--- src/rtl/hazard_pkg.sv ---
// hazard_pkg: shared FSM encodings, register-zero constant and stage-control bundle
package hazard_pkg;
    typedef enum logic {ST_IDLE = 1'b0, ST_WAIT = 1'b1} wait_state_t;
    localparam int REG_ZERO = 0;
    typedef struct packed {
        logic pc_write;
        logic if_id_write;
        logic if_id_flush;
        logic id_ex_write;
        logic id_ex_flush;
        logic ex_mem_write;
        logic mem_wb_bubble;
        logic mem_busy;
    } stage_ctrl_t;
    localparam stage_ctrl_t CTRL_RUN    = '{1'b1, 1'b1, 1'b0, 1'b1, 1'b0, 1'b1, 1'b0, 1'b0};
    localparam stage_ctrl_t CTRL_FREEZE = '{1'b0, 1'b0, 1'b0, 1'b0, 1'b0, 1'b0, 1'b1, 1'b1};
    localparam stage_ctrl_t CTRL_FLUSH  = '{1'b1, 1'b1, 1'b1, 1'b1, 1'b1, 1'b1, 1'b0, 1'b0};
    localparam stage_ctrl_t CTRL_STALL  = '{1'b0, 1'b0, 1'b0, 1'b1, 1'b1, 1'b1, 1'b0, 1'b0};
endpackage

--- src/rtl/mem_wait_fsm.sv ---
// mem_wait_fsm: holds the pipeline while a data-memory access occupies MEM for MEM_LATENCY cycles
module mem_wait_fsm
    import hazard_pkg::*;
#(
    parameter int MEM_LATENCY = 1
) (
    input  logic clk,
    input  logic reset_n,
    input  logic mem_op,
    output logic freeze
);
    localparam logic       MULTI    = MEM_LATENCY > 1;
    localparam logic [3:0] CNT_INIT = 4'(MEM_LATENCY > 1 ? MEM_LATENCY - 2 : 0);
    wait_state_t state;
    logic [3:0]  cnt;
    assign freeze = (state == ST_IDLE) ? (mem_op && MULTI) : (cnt != 4'd0);
    // IDLE launches a wait on a multi-cycle access; WAIT counts down and releases at zero
    always_ff @(posedge clk or negedge reset_n) begin
        if (!reset_n) begin
            state <= ST_IDLE;
            cnt   <= 4'd0;
        end else if (state == ST_IDLE) begin
            if (mem_op && MULTI) begin
                state <= ST_WAIT;
                cnt   <= CNT_INIT;
            end
        end else if (cnt != 4'd0) begin
            cnt <= cnt - 4'd1;
        end else begin
            state <= ST_IDLE;
        end
    end
endmodule

--- src/rtl/hazard_stall_ctrl.sv ---
// hazard_stall_ctrl: RAW detection, memory freeze, mispredict flush and stall/flush counters
module hazard_stall_ctrl
    import hazard_pkg::*;
#(
    parameter int REG_AW       = 5,
    parameter int MEM_LATENCY  = 1,
    parameter bit FORWARD_EN   = 1'b1,
    parameter bit RF_WB_BYPASS = 1'b1,
    parameter int CNT_W        = 16
) (
    input  logic              clk,
    input  logic              reset_n,
    input  logic [REG_AW-1:0] rs1,
    input  logic [REG_AW-1:0] rs2,
    input  logic              use_rs1,
    input  logic              use_rs2,
    input  logic [REG_AW-1:0] id_ex_rd,
    input  logic [REG_AW-1:0] ex_mem_rd,
    input  logic [REG_AW-1:0] mem_wb_rd,
    input  logic              id_ex_reg_write,
    input  logic              ex_mem_reg_write,
    input  logic              mem_wb_reg_write,
    input  logic              id_ex_mem_read,
    input  logic              ex_mem_mem_read,
    input  logic              ex_mem_mem_write,
    input  logic              branch_mispredict,
    input  logic              perf_clr,
    output logic              pc_write,
    output logic              if_id_write,
    output logic              if_id_flush,
    output logic              id_ex_write,
    output logic              id_ex_flush,
    output logic              ex_mem_write,
    output logic              mem_wb_bubble,
    output logic              mem_busy,
    output logic [CNT_W-1:0]  stall_cycles,
    output logic [CNT_W-1:0]  flush_count
);
    logic        freeze, raw_hazard, stall_inc, flush_inc;
    stage_ctrl_t ctrl;
    function automatic logic stage_hit(input logic [REG_AW-1:0] rd, input logic wr);
        return wr && rd != REG_AW'(REG_ZERO) &&
               ((use_rs1 && rs1 == rd) || (use_rs2 && rs2 == rd));
    endfunction
    mem_wait_fsm #(.MEM_LATENCY(MEM_LATENCY)) u_wait (
        .clk    (clk),
        .reset_n(reset_n),
        .mem_op (ex_mem_mem_read | ex_mem_mem_write),
        .freeze (freeze)
    );
    // RAW detection and fixed-priority selection of the stage-control bundle
    always_comb begin
        raw_hazard = FORWARD_EN ? stage_hit(id_ex_rd, id_ex_mem_read)
                                : stage_hit(id_ex_rd, id_ex_reg_write) ||
                                  stage_hit(ex_mem_rd, ex_mem_reg_write) ||
                                  (!RF_WB_BYPASS && stage_hit(mem_wb_rd, mem_wb_reg_write));
        ctrl = freeze            ? CTRL_FREEZE :
               branch_mispredict ? CTRL_FLUSH  :
               raw_hazard        ? CTRL_STALL  : CTRL_RUN;
        stall_inc = freeze || (raw_hazard && !branch_mispredict);
        flush_inc = !freeze && branch_mispredict;
    end
    assign pc_write      = ctrl.pc_write;
    assign if_id_write   = ctrl.if_id_write;
    assign if_id_flush   = ctrl.if_id_flush;
    assign id_ex_write   = ctrl.id_ex_write;
    assign id_ex_flush   = ctrl.id_ex_flush;
    assign ex_mem_write  = ctrl.ex_mem_write;
    assign mem_wb_bubble = ctrl.mem_wb_bubble;
    assign mem_busy      = ctrl.mem_busy;
    // Saturating performance counters; clear wins over increment
    always_ff @(posedge clk or negedge reset_n) begin
        if (!reset_n) begin
            stall_cycles <= '0;
            flush_count  <= '0;
        end else if (perf_clr) begin
            stall_cycles <= '0;
            flush_count  <= '0;
        end else begin
            if (stall_inc && stall_cycles != '1) stall_cycles <= stall_cycles + CNT_W'(1);
            if (flush_inc && flush_count != '1) flush_count <= flush_count + CNT_W'(1);
        end
    end
endmodule

--- config.mk ---
export PLATFORM = sky130hd
export DESIGN_NAME = hazard_stall_ctrl
export DESIGN_NICKNAME = d
export VERILOG_FILES = /design/src/rtl/hazard_pkg.sv /design/src/rtl/mem_wait_fsm.sv /design/src/rtl/hazard_stall_ctrl.sv
export SDC_FILE = /design/constraint.sdc
export NUM_CORES = 1
export LEC_CHECK = 0
export BUFFER_PORTS_ARGS = -buffer_cell sky130_fd_sc_hd__buf_4
export CORE_MARGIN = 2
export CORE_UTILIZATION = 55
export CTS_BUF_LIST = sky130_fd_sc_hd__clkbuf_8
export CTS_CLUSTER_DIAMETER = 50
export CTS_CLUSTER_SIZE = 24
export DETAILED_ROUTE_END_ITERATION = 16
export PLACE_DENSITY = 0.88
export REMOVE_ABC_BUFFERS = 1
export SYNTH_ARGS = -nofsm -noshare
export SYNTH_HDL_FRONTEND = slang
export SYNTH_HIERARCHICAL = 1
export SYNTH_SLANG_ARGS = --single-unit
--- constraint.sdc ---
create_clock -name clk -period 3.5 [get_ports clk]
set_clock_uncertainty 0.05 [all_clocks]
set_input_delay 0 -clock clk [delete_from_list [all_inputs] [get_ports clk]]
set_output_delay 0 -clock clk [all_outputs]
set_load 0.05 [all_outputs]
==> impl_metrics.toml <==
[global_routing]
grt_pass1_wl_mm = 7.659
grt_max_degree = 38
grt_pass1_vias = 1725
track_usage_pct = 23.26
globalRouteOverflowTotal = 0
grt_antenna_before_repair = 0

[sta]
tns_ns = 0
holdWs_ns = 0.05033
maxSlewViolCount = 0
hold_violations = 0
timing.final.crit_share_pct = 76.29
layout_min_cycle_time_ns = 2.670
fmax_mhz = 374.5
finalSetupViolCount = 0
tightestPinTransition_ns = 0.6022
rsz0062_at_grt = "false"
slew_headroom_pct = 59.58

[setup_path]
worst-path-buf-inv = 3
cp_common_cell = "inv_1"
path_delay_family = "compound AO/OA/AOI/OAI gates"
critPathCaptureType = "register"
crit_required_ns = 3.62
crit_path_start_kind = "register"
slowest_stage = "a311oi_1"
crit_type = "reg2reg"
path_max_fanout = 6
max_stage_delay_ns = 0.52
cp.arrival_ns = 2.79
cp_cell_sequence = "inv_1, ha_1, nand2b_1, o21ai_1, inv_1, inv_1, nand2_1, a311oi_1, nand4_1, xor2_1, nor2_1"

[logic_synthesis]
synth.avg_cell_area_um2 = 9.353
synth_area_mm2 = 0.002105
ys_warn_count = 6
synthesis.instances = 225

[die]
die_w_um = 65.86
die_area_mm2 = 0.004337
rows = 22
start_util_pct = 57.48
io_pins = 77
coreArea_mm2 = 0.003661
die_h_um = 65.86

[clocking]
h-tree-depth = 2
path_clk_slew_ns = 0.07
cts_buffer_depth = 2
cts_num_sinks = 37
cts_tree = "done"
clock_latency_ns = 0.29
root_buffer = "clkbuf_8"
cts_made_buffers = 5

[run_status]
status = "finished, final reports clean"

[layout]
diodes = 0
drive_above_1_share_pct = 29.82
areaGrowthSynthToFinish_pct = 25.39
final_nets = 324

[worst_hold_path]
hp-class = "in2reg"

[detailed_routing]
drc = 0
wl_mm = 4.518
vias_per_cell = 5.673
post_drt_wl_per_cell_um = 13.57
route.antenna.remaining_nets = 0
firstDrtPassIters = 4
drt_iter0_drc = 108
vias = 1889

[run]
drv_cap = 0

[placement]
place_hpwl_mm = 3.243
routabilityCongestion = 0.8415
port_buffers = 61

[power_and_ir_drop]
ir_worst_vdd_mv = 0.1820
leakage_uw = 0.001194
powerDensity_mw_per_mm2 = 306.9
metal layers:
| metal | global-route usage, % | part of all wire [%] | vias to the layer above |
|---|---|---|---|
| met3 | 5.111 | 5.5 | 7 |
| li1 | - | - | 909 |
| met1 | 30.92 | 43 | 911 |
| met4 | 9.115 | 1.7 | 0 |
| met5 | 0 | 0 | - |
| met2 | 36.99 | 49 | 62 |
cell usage in the layout, fill, tap and decap left out, drive strengths merged, types with 2 or more instances in the layout:
| cell type | n |
|---|---|
| mux2i | 3 |
| dfrtp | 37 |
| xnor2 | 17 |
| buf | 62 |
| nand2 | 20 |
| clkinv | 2 |
| or3 | 11 |
| or2 | 3 |
| nor3 | 5 |
| and3 | 3 |
| clkbuf | 5 |
| nand3 | 9 |
| nor2 | 23 |
| or4 | 5 |
| xor2 | 9 |
| a21oi | 17 |
| and4 | 5 |
| o21ai | 13 |
| nand4 | 8 |
| inv | 8 |
| nor4 | 2 |
| o31ai | 4 |
| ha | 3 |
| a21o | 2 |
report_power, final:
group          internal (µW)  total [µW]  switching, µW
Combinational           34.7        83.8           49.1
Clock                    137         293            156
Sequential               430         433           2.86
Total                    602         810            208
path summary, 6_finish.rpt:
check / start / to / slack, ns / depth (start not counted)
setup / recovery: u_wait/cnt[0] / flush_count[10] / 0.83 / 11
hold / removal: perf_clr / flush_count[0] / 0.05 / 2
setup reg to reg: u_wait/cnt[0] / flush_count[10] / 0.83 / 11
hold reg to reg: u_wait/cnt[0] / u_wait/cnt[0] / 0.46 / 1
max in group asynchronous: reset_n / flush_count[1] / 2.88 / 2
min in group asynchronous: reset_n / stall_cycles[14] / 0.19 / 2
registers in the layout, indices dropped and copies added (netlist names):
signal,cells
flush_count,16
stall_cycles,16
u_wait/cnt,4
u_wait/state,1
stage by stage:
step                      power [µW]  util, %  setup WS (ns)  area, µm²  std cells
after floorplan                477.8        -       0.001097       2017        214
after global placement         523.1    69.45         0.9332       2542        324
after detailed placement       524.8    69.45         0.8731       2542        324
after CTS                      813.8    72.08         0.8481       2639        333
after global routing           844.1    72.08         0.5604       2639        333
final                          809.9    72.08         0.8299       2639        333
cell type report:
| cell class | instances | area, µm² |
|---|---|---|
| tap | 48 | 60.06 |
| sequential | 37 | 925.9 |
| multi-input combinational | 169 | 1061 |
| fill | 289 | 1022 |
| clock inverter | 3 | 17.52 |
| clock buffer | 5 | 68.82 |
| timing repair buffer | 63 | 475.5 |
| inverter | 8 | 30.03 |
timing repair:
| action | 4_1_cts | 5_1_grt |
|---|---|---|
| resized for setup | 0 | 0 |
| hold buffers | 1 | 0 |
| hold endpoints to repair | 37 | 0 |
| buffers inserted | 0 | 0 |
No activity file was read; power rests on OpenSTA's default activity.
